==> src/rtl/cpu_core_mc_if.sv <==
// Fetch port between cpu_core_mc and its instruction memory.
// master = core side, slave = memory side.
interface cpu_core_mc_if #(
  parameter int PC_W = 32
);
  logic [PC_W-1:0] PC;
  logic            INSTR_REQ;
  logic [31:0]     INSTRUCTION;
  logic            INSTR_VALID;

  modport master (
    output PC,
    output INSTR_REQ,
    input  INSTRUCTION,
    input  INSTR_VALID
  );

  modport slave (
    input  PC,
    input  INSTR_REQ,
    output INSTRUCTION,
    output INSTR_VALID
  );
endinterface

==> src/rtl/cpu_core_mc.sv <==
// Multi-cycle CPU core: FETCH/EXEC/HALT, parametrised width and regs.
// Optional shift ops (0A sll, 0B srl, 0C sra) when CPU_SHIFT_EN is defined.
module cpu_core_mc #(
  parameter int DATA_W = 8,
  parameter int NREGS  = 8,
  parameter int PC_W   = 32
) (
  input  logic                     CLK,
  input  logic                     RESET,
  cpu_core_mc_if.master            imem,
  output logic                     RETIRED,
  output logic                     HALTED,
  output logic                     ILLEGAL,
  input  logic [$clog2(NREGS)-1:0] DBG_RADDR,
  output logic [DATA_W-1:0]        DBG_RDATA
);
  localparam int IW = $clog2(NREGS);

  typedef enum logic [1:0] {
    S_FETCH,
    S_EXEC,
    S_HALT
  } state_t;

  state_t            state_q, state_d;
  logic [PC_W-1:0]   pc_q, pc_d;
  logic [31:0]       ir_q, ir_d;
  logic              retired_q, retired_d;
  logic              illegal_q, illegal_d;
  logic [DATA_W-1:0] regs_q [NREGS];

  logic              wr_en;
  logic [DATA_W-1:0] wr_data;

  logic [7:0]        op, off8, imm8;
  logic [IW-1:0]     rd, rt, rs;
  logic [DATA_W-1:0] a, b, imm;
  logic [PC_W-1:0]   pc_seq, pc_br;

  assign op   = ir_q[31:24];
  assign off8 = ir_q[23:16];
  assign imm8 = ir_q[7:0];
  assign rd   = ir_q[16+:IW];
  assign rt   = ir_q[8+:IW];
  assign rs   = ir_q[0+:IW];

  assign a   = regs_q[rt];
  assign b   = regs_q[rs];
  assign imm = DATA_W'(imm8);

  assign pc_seq = pc_q + PC_W'(4);
  assign pc_br  = pc_seq + (PC_W'(signed'(off8)) << 2);

  // Sequencing, execute datapath and next PC.
  always_comb begin
    state_d   = state_q;
    pc_d      = pc_q;
    ir_d      = ir_q;
    retired_d = 1'b0;
    illegal_d = illegal_q;
    wr_en     = 1'b0;
    wr_data   = '0;
    unique case (state_q)
      S_FETCH: begin
        if (imem.INSTR_VALID) begin
          ir_d    = imem.INSTRUCTION;
          state_d = S_EXEC;
        end
      end
      S_EXEC: begin
        retired_d = 1'b1;
        state_d   = S_FETCH;
        pc_d      = pc_seq;
        case (op)
          8'h00: begin wr_en = 1'b1; wr_data = imm;   end
          8'h01: begin wr_en = 1'b1; wr_data = b;     end
          8'h02: begin wr_en = 1'b1; wr_data = a + b; end
          8'h03: begin wr_en = 1'b1; wr_data = a - b; end
          8'h04: begin wr_en = 1'b1; wr_data = a & b; end
          8'h05: begin wr_en = 1'b1; wr_data = a | b; end
          8'h06: pc_d = pc_br;
          8'h07: if (a == b) pc_d = pc_br;
          8'h08: if (a != b) pc_d = pc_br;
`ifdef CPU_SHIFT_EN
          // Shift amounts >= DATA_W fall out of the shift semantics.
          8'h0A: begin wr_en = 1'b1; wr_data = a << imm8; end
          8'h0B: begin wr_en = 1'b1; wr_data = a >> imm8; end
          8'h0C: begin
            wr_en   = 1'b1;
            wr_data = $signed(a) >>> imm8;
          end
`endif
          8'hFF: begin
            pc_d    = pc_q;
            state_d = S_HALT;
          end
          default: illegal_d = 1'b1;
        endcase
      end
      S_HALT: begin
        state_d = S_HALT;
      end
      default: state_d = S_FETCH;
    endcase
  end

  // State, PC, IR, flags and register file update.
  always_ff @(posedge CLK) begin
    if (RESET) begin
      state_q   <= S_FETCH;
      pc_q      <= '0;
      ir_q      <= '0;
      retired_q <= 1'b0;
      illegal_q <= 1'b0;
      for (int i = 0; i < NREGS; i++) regs_q[i] <= '0;
    end else begin
      state_q   <= state_d;
      pc_q      <= pc_d;
      ir_q      <= ir_d;
      retired_q <= retired_d;
      illegal_q <= illegal_d;
      if (wr_en) regs_q[rd] <= wr_data;
    end
  end

  assign imem.PC        = pc_q;
  assign imem.INSTR_REQ = (state_q == S_FETCH);
  assign RETIRED        = retired_q;
  assign HALTED         = (state_q == S_HALT);
  assign ILLEGAL        = illegal_q;
  assign DBG_RDATA      = regs_q[DBG_RADDR];

  logic unused_ok;
  assign unused_ok = ^ir_q[15:8];
endmodule

==> src/flat_wrapper.sv <==
// flat-port wrapper written by rule: the top's interface ports become plain ports
module cpu_core_mc_flat 
#(
  parameter int DATA_W = 8,
  parameter int NREGS  = 8,
  parameter int PC_W   = 32
)
  (CLK, RESET, RETIRED, HALTED, ILLEGAL, DBG_RADDR, DBG_RDATA, imem_PC, imem_INSTR_REQ, imem_INSTRUCTION, imem_INSTR_VALID);
  cpu_core_mc_if #(.PC_W(PC_W)) imem_i ();
  input  logic CLK;
  input  logic RESET;
  output logic RETIRED;
  output logic HALTED;
  output logic ILLEGAL;
  input  logic [$clog2(NREGS)-1:0] DBG_RADDR;
  output logic [DATA_W-1:0] DBG_RDATA;
  output wire logic [$bits(imem_i.PC)-1:0] imem_PC;
  output wire logic [$bits(imem_i.INSTR_REQ)-1:0] imem_INSTR_REQ;
  input wire logic [$bits(imem_i.INSTRUCTION)-1:0] imem_INSTRUCTION;
  input wire logic [$bits(imem_i.INSTR_VALID)-1:0] imem_INSTR_VALID;
  assign imem_PC = imem_i.PC;
  assign imem_INSTR_REQ = imem_i.INSTR_REQ;
  assign imem_i.INSTRUCTION = imem_INSTRUCTION;
  assign imem_i.INSTR_VALID = imem_INSTR_VALID;
  cpu_core_mc #(.DATA_W(DATA_W), .NREGS(NREGS), .PC_W(PC_W)) u_core (.CLK(CLK), .RESET(RESET), .imem(imem_i), .RETIRED(RETIRED), .HALTED(HALTED), .ILLEGAL(ILLEGAL), .DBG_RADDR(DBG_RADDR), .DBG_RDATA(DBG_RDATA));
endmodule
==> config.mk <==
export PLATFORM = sky130hd
export DESIGN_NAME = cpu_core_mc_flat
export DESIGN_NICKNAME = d
export VERILOG_FILES = /design/src/rtl/cpu_core_mc_if.sv /design/src/rtl/cpu_core_mc.sv /design/src/flat_wrapper.sv
export SDC_FILE = /design/constraint.sdc
export NUM_CORES = 1
export LEC_CHECK = 0
export BUFFER_PORTS_ARGS = -buffer_cell sky130_fd_sc_hd__buf_4
export CORE_MARGIN = 1
export CORE_UTILIZATION = 32
export CTS_CLUSTER_SIZE = 14
export DETAILED_ROUTE_END_ITERATION = 7
export SLEW_MARGIN = 10
export SYNTH_ARGS = -nofsm -noshare
export SYNTH_HDL_FRONTEND = slang
export SYNTH_SLANG_ARGS = --single-unit
==> constraint.sdc <==
create_clock -name CLK -period 8.63 [get_ports CLK]
set_input_delay 1.726 -clock CLK [delete_from_list [all_inputs] [get_ports CLK]]
set_output_delay 1.726 -clock CLK [all_outputs]
set_load 0.03 [all_outputs]
==> results.tsv, run 1 <==
metric	value	unit
P&R area growth vs syn	15.2	%
final instance area	10800	um2
Via Count	7697	
Final Worst Setup Slack	3.81	ns
Resized Gates After CTS	0	
Die H	173	um
crit share post-route	0.559	
Fill cells	2885	
initial core utilization	0.326	
Syn Std Cell Area	9360	um2
cts bufs inserted	17	
first-pass GRT wire length	40600	um
Core ar.	28700	um2
Yosys warnings	0	
f_max	207	MHz
vias in the first global route	7427	
Tot GR Track Use	0.174	
Hold WS	0.455	ns
pre-CTS setup slack	3.81	ns
Worst-path clk slew	0.06	ns
drt drc	0	
GP Congestion	0.892	
r2r setup slk	3.92	ns
Unique masters post-synth	69	
Mapped Cells	992	
Clock Latency Late Sink	0.43	ns
Port-buffer cells	74	
CTS max path bufs	2	
initial antenna violation count	0	
Worst Tran Pin Value	1.10	ns
final slew viol count	0	
Total Routed Length	25800	um
GR Overflow Total	0	
share of cells above drive strength 1	0.184	
setup violators final	0	
Ports	82	
top-count cell post-synth	nand2_1	
Worst path slowest cell	mux4_2	
largest stage delay on the critical path	0.58	ns
wire per inst	18.0	um
hold_buf cts	0	
cell chosen for the clock root	clkbuf_16	
main flop type after synthesis	dfxtp_1	
# Max-Cap Violations	0	
Yosys reg bits	131	
critical path peak fanout	16	
Post-synth top cells	nand2_1, nor2_1, a21oi_1	
LEAKAGE	4.13	nW
largest net degree at the start of global routing	75	
Clock Sinks	131	
nets@finish	1140	
Relative slew margins	0.265	
H-Tree Depth	4	
Final Hold Viols	0	
Multi-input gate area	5760	um2
starting DRC count in detailed routing	617	
die area	29900	um2
register area	3260	um2
fin cells	1437	
CP Class	in2out	
status	finished, final reports clean	
Inserted Diodes	0	
Post-synth EDFFs	64	
maximum vdd ir drop	0.115	mV
CP Capture Type	output port	
pwr/cell area	164	nW/um2
Avg Inst Size Synth	9.43	um2
Synth area leaders	edfxtp_1, dfxtp_1, mux4_2	
post-layout util	0.376	
Routed Antenna Nets	0	
Post-DP Area	10200	um2
HPWL after DPL	18300	um
Critical Path RT	6.90	ns
worst clock skew	0.0161	ns
share of the synthesized area in the top cell type	0.205	
CTS tree	built	
Yosys top cell by area	edfxtp_1	
DR vias/cell	5.36	
post-synthesis sequential area ratio	0.349	
drt pass-1 iters	5	
Worst Path Arrival	3.10	ns
RSZ-0062 raised after global routing	no	
asr flop ratio synth	0	
dpl cells	1405	
cell mode on critical path	buf_4	
Top delay family on crit path	multiplexers	
post-layout min period	4.82	ns
Post CTS Setup Buffer Count	0	
CP bufs+invs	2	
Die Wd	173	um
setup TNS	0	ns
Hold Path Class	reg2reg	
post-layout total power	1.76	mW
CP Cell Sequence	buf_4, mux4_2, mux2_2, buf_4	
FP Rows	62	
CP Launch Type	primary input	
-- worst min-delay path, cell delays in order, from the launching register on --
cell and delay, ns:
dfxtp_1 0.30, nand2_1 0.04, a21oi_1 0.06
-- cell type report --
type                       instances  area share
inverter                          31      0.0108
timing repair buffer              80      0.0557
clock inverter                    13      0.0117
clock buffer                      19      0.0402
tap                              384      0.0446
sequential                       131       0.303
multi-input combinational        779       0.534
-- kinds of logic after synthesis --
logic type | count (synthesis) | synth area share
compound gates | 220 | 0.152
xor+xnor | 55 | 0.0515
fa+ha+maj | 62 | 0.0853
buf+inv | 83 | 0.0364
flops | 131 | 0.349
mux | 77 | 0.149
other cells | 1 | 0.000401
simple gates | 363 | 0.177
-- layer usage --
metal	global-route usage	vias to the layer above	routed length [um]
met5	0	-	0
li1	-	3731	-
met2	0.291	246	12500
met3	0.0262	40	1150
met1	0.225	3680	11500
met4	0.0664	0	607
-- placed cells by master, fill, tap and decap left out, drive strengths merged, types with 3 or more instances in the layout --
master and instances:
clkinvlp 4, a221oi 8, clkbuf 19, nand2b 13, nor4 5, a21o 16, nor2 129, a211oi 8
mux2 16, xor2 18, nor3 12, nand3 23, nor2b 5, o221ai 3, clkinv 3, edfxtp 64
and3 18, a31oi 8, mux4 48, a21oi 89, and4 4, o21a 4, a22oi 6, o211ai 7
mux2i 13, and2 7, nand4 12, fa 3, buf 80, a311oi 11, nand2 129, xnor2 37
o21bai 7, dfxtp 67, inv 36, ha 59, o21ai 38
-- flip-flops by register name (all words and copies together), names as in the netlist, named ones only --
name            cells
u_core.regs_q      64
u_core.imem.PC     30
u_core.ir_q        27
u_core.state_q      2
u_core.ILLEGAL      1
u_core.RETIRED      1
-- path summary, 6_finish.rpt --
path                           startpoint                              end  cells after the start
max                          DBG_RADDR[0]                     DBG_RDATA[3]                      4
min          u_core.ir_q[10]$_SDFFE_PP0P_     u_core.ir_q[10]$_SDFFE_PP0P_                      2
max reg2reg                      register  u_core.imem.PC[31]$_SDFFE_PP0P_                     12
min reg2reg  u_core.ir_q[10]$_SDFFE_PP0P_     u_core.ir_q[10]$_SDFFE_PP0P_                      2
-- power by group --
group	switching (mW)	total [mW]	internal, mW
sequential	0.0340	0.713	0.679
combinational	0.208	0.353	0.146
clock	0.298	0.699	0.400
Power figures use the tool's default switching activity.
==> run 2, diff against run 1 <==
==> constraint.sdc (replaced) <==
create_clock -name CLK -period 4.8 [get_ports CLK]
set_input_delay 0.96 -clock CLK [delete_from_list [all_inputs] [get_ports CLK]]
set_output_delay 0.96 -clock CLK [all_outputs]
set_load 0.03 [all_outputs]
==> results.tsv, run 2 (synthesis results as in run 1) <==
metric	value	unit
status	finished, final reports clean	
post-layout min period	4.31	ns
FP Rows	62	
Total Routed Length	26200	um
CP Class	reg2reg	
wire per inst	18.2	um
Core ar.	28700	um2
Highest Signal Layer	met4	
Clock Sinks	131	
Clock Latency Late Sink	0.43	ns
drt pass-1 iters	5	
CTS tree	built	
vias in the first global route	7510	
setup violators final	0	
post-layout util	0.378	
f_max	232	MHz
WL met1	11900	um
Port-buffer cells	74	
Resized Gates After CTS	0	
cell chosen for the clock root	clkbuf_16	
Post CTS Setup Buffer Count	0	
die area	29900	um2
Hold Path Class	reg2reg	
crit share post-route	0.898	
# Max-Cap Violations	0	
H-Tree Depth	4	
commonest cells after routing, fill and taps aside	nand2_1, nor2_1, a21oi_1	
CP Launch Type	register	
Tot GR Track Use	0.177	
Final Hold Viols	0	
largest net degree at the start of global routing	75	
initial antenna violation count	0	
RSZ-0062 raised after global routing	no	
hold path start	u_core.ir_q[9]$_SDFFE_PP0P_	
Fill cells	2932	
worst flop-to-flop path startpoint	u_core.imem.PC[2]$_SDFFE_PP0P_	
DR vias/cell	5.38	
share of cells above drive strength 1	0.190	
pwr/cell area	296	nW/um2
final slew viol count	0	
Reg2Reg Capture Point	u_core.imem.PC[31]$_SDFFE_PP0P_	
setup TNS	0	ns
r2r setup slk	0.49	ns
Post-DP Area	10300	um2
hold depth	2	
CTS max path bufs	2	
r2r worst-path depth	17	
Worst-path clk slew	0.06	ns
P&R area growth vs syn	15.9	%
Multi-input gate area	5760	um2
CP Capture Type	register	
max reg flops	64	
metal2 WL	12600	um
GP Congestion	0.840	
Die H	173	um
Routed Antenna Nets	0	
worst clock skew	0.0136	ns
Worst Path Arrival	4.63	ns
Inserted Diodes	0	
Critical Path RT	5.11	ns
most common cell after layout, fill and taps aside	nand2_1	
starting DRC count in detailed routing	559	
Die Wd	173	um
nets@finish	1146	
Hold EP	u_core.ir_q[9]$_SDFFE_PP0P_	
drt drc	0	
GR Overflow Total	0	
cts bufs inserted	17	
maximum vdd ir drop	0.146	mV
initial core utilization	0.326	
hold_buf cts	0	
register area	3260	um2
register with the most flip-flops	u_core.regs_q	
met3 wire len	1240	um
final instance area	10800	um2
critical path peak fanout	7	
LEAKAGE	4.18	nW
Ports	82	
Worst Tran Pin Value	1.10	ns
Relative slew margins	0.267	
HPWL after DPL	18700	um
first-pass GRT wire length	41300	um
Via Count	7765	
-- run 2: cell type report --
class / instances / area share
Clock buffer: 20 / 0.0442
Sequential cell: 131 / 0.301
Multi-Input combinational cell: 779 / 0.531
Inverter: 31 / 0.0107
Tap cell: 384 / 0.0443
Clock inverter: 12 / 0.00889
Timing Repair Buffer: 86 / 0.0596
-- run 2: worst max path at each step --
| stage | from | end | cells past startpoint |
|---|---|---|---|
| 2_1_floorplan | u_core.imem.PC[2]$_SDFFE_PP0P_ | u_core.imem.PC[31]$_SDFFE_PP0P_ | 17 |
| 3_3_place_gp | u_core.imem.PC[2]$_SDFFE_PP0P_ | u_core.imem.PC[31]$_SDFFE_PP0P_ | 17 |
| 3_5_place_dp | u_core.imem.PC[2]$_SDFFE_PP0P_ | u_core.imem.PC[31]$_SDFFE_PP0P_ | 17 |
| 4_1_cts | u_core.imem.PC[2]$_SDFFE_PP0P_ | u_core.imem.PC[31]$_SDFFE_PP0P_ | 17 |
| 5_1_grt | u_core.imem.PC[3]$_SDFFE_PP0P_ | u_core.imem.PC[31]$_SDFFE_PP0P_ | 17 |
| 6_report | u_core.imem.PC[2]$_SDFFE_PP0P_ | u_core.imem.PC[31]$_SDFFE_PP0P_ | 17 |
-- run 2: power by group --
group          switching (mW)  leakage (nW)  total (mW)  internal (mW)
combinational           0.381          2.69       0.646          0.265
sequential             0.0578          1.21        1.28           1.22
clock                   0.555         0.275        1.29          0.730
-- run 2: metrics by stage --
stage | total power, mW | hold slack, ns | std cells | setup WS, ns
finish | 3.21 | 0.461 | 1443 | 0.488
global route | 3.33 | 0.478 | 1443 | 0.0620
CTS | 3.22 | 0.462 | 1443 | 0.487
detailed placement | 1.94 | 0.453 | 1411 | 0.520
global placement | 1.93 | 0.446 | 1411 | 0.576
floorplan | 1.75 | 0.436 | 993 | 0.789
-- run 2: critical path, stage by stage, from the launching register on --
cell and delay, ns:
dfxtp_1 0.45, ha_1 0.29, and4_1 0.24, and3_1 0.31, nand3_1 0.13, nor2_1 0.42
nand2_1 0.13, xnor2_1 0.23, ha_1 0.33, a21oi_1 0.23, nor2_1 0.07, a211oi_1 0.22
buf_4 0.19, nand3_1 0.07, nor3b_1 0.29, nor3_2 0.10, mux2i_1 0.17, mux2_1 0.32
-- run 2: routing by layer --
| layer | GRT usage | up-vias |
|---|---|---|
| met1 | 0.238 | 3773 |
| li1 | - | 3732 |
| met4 | 0.0583 | 0 |
| met5 | 0 | - |
| met3 | 0.0259 | 28 |
| met2 | 0.292 | 232 |
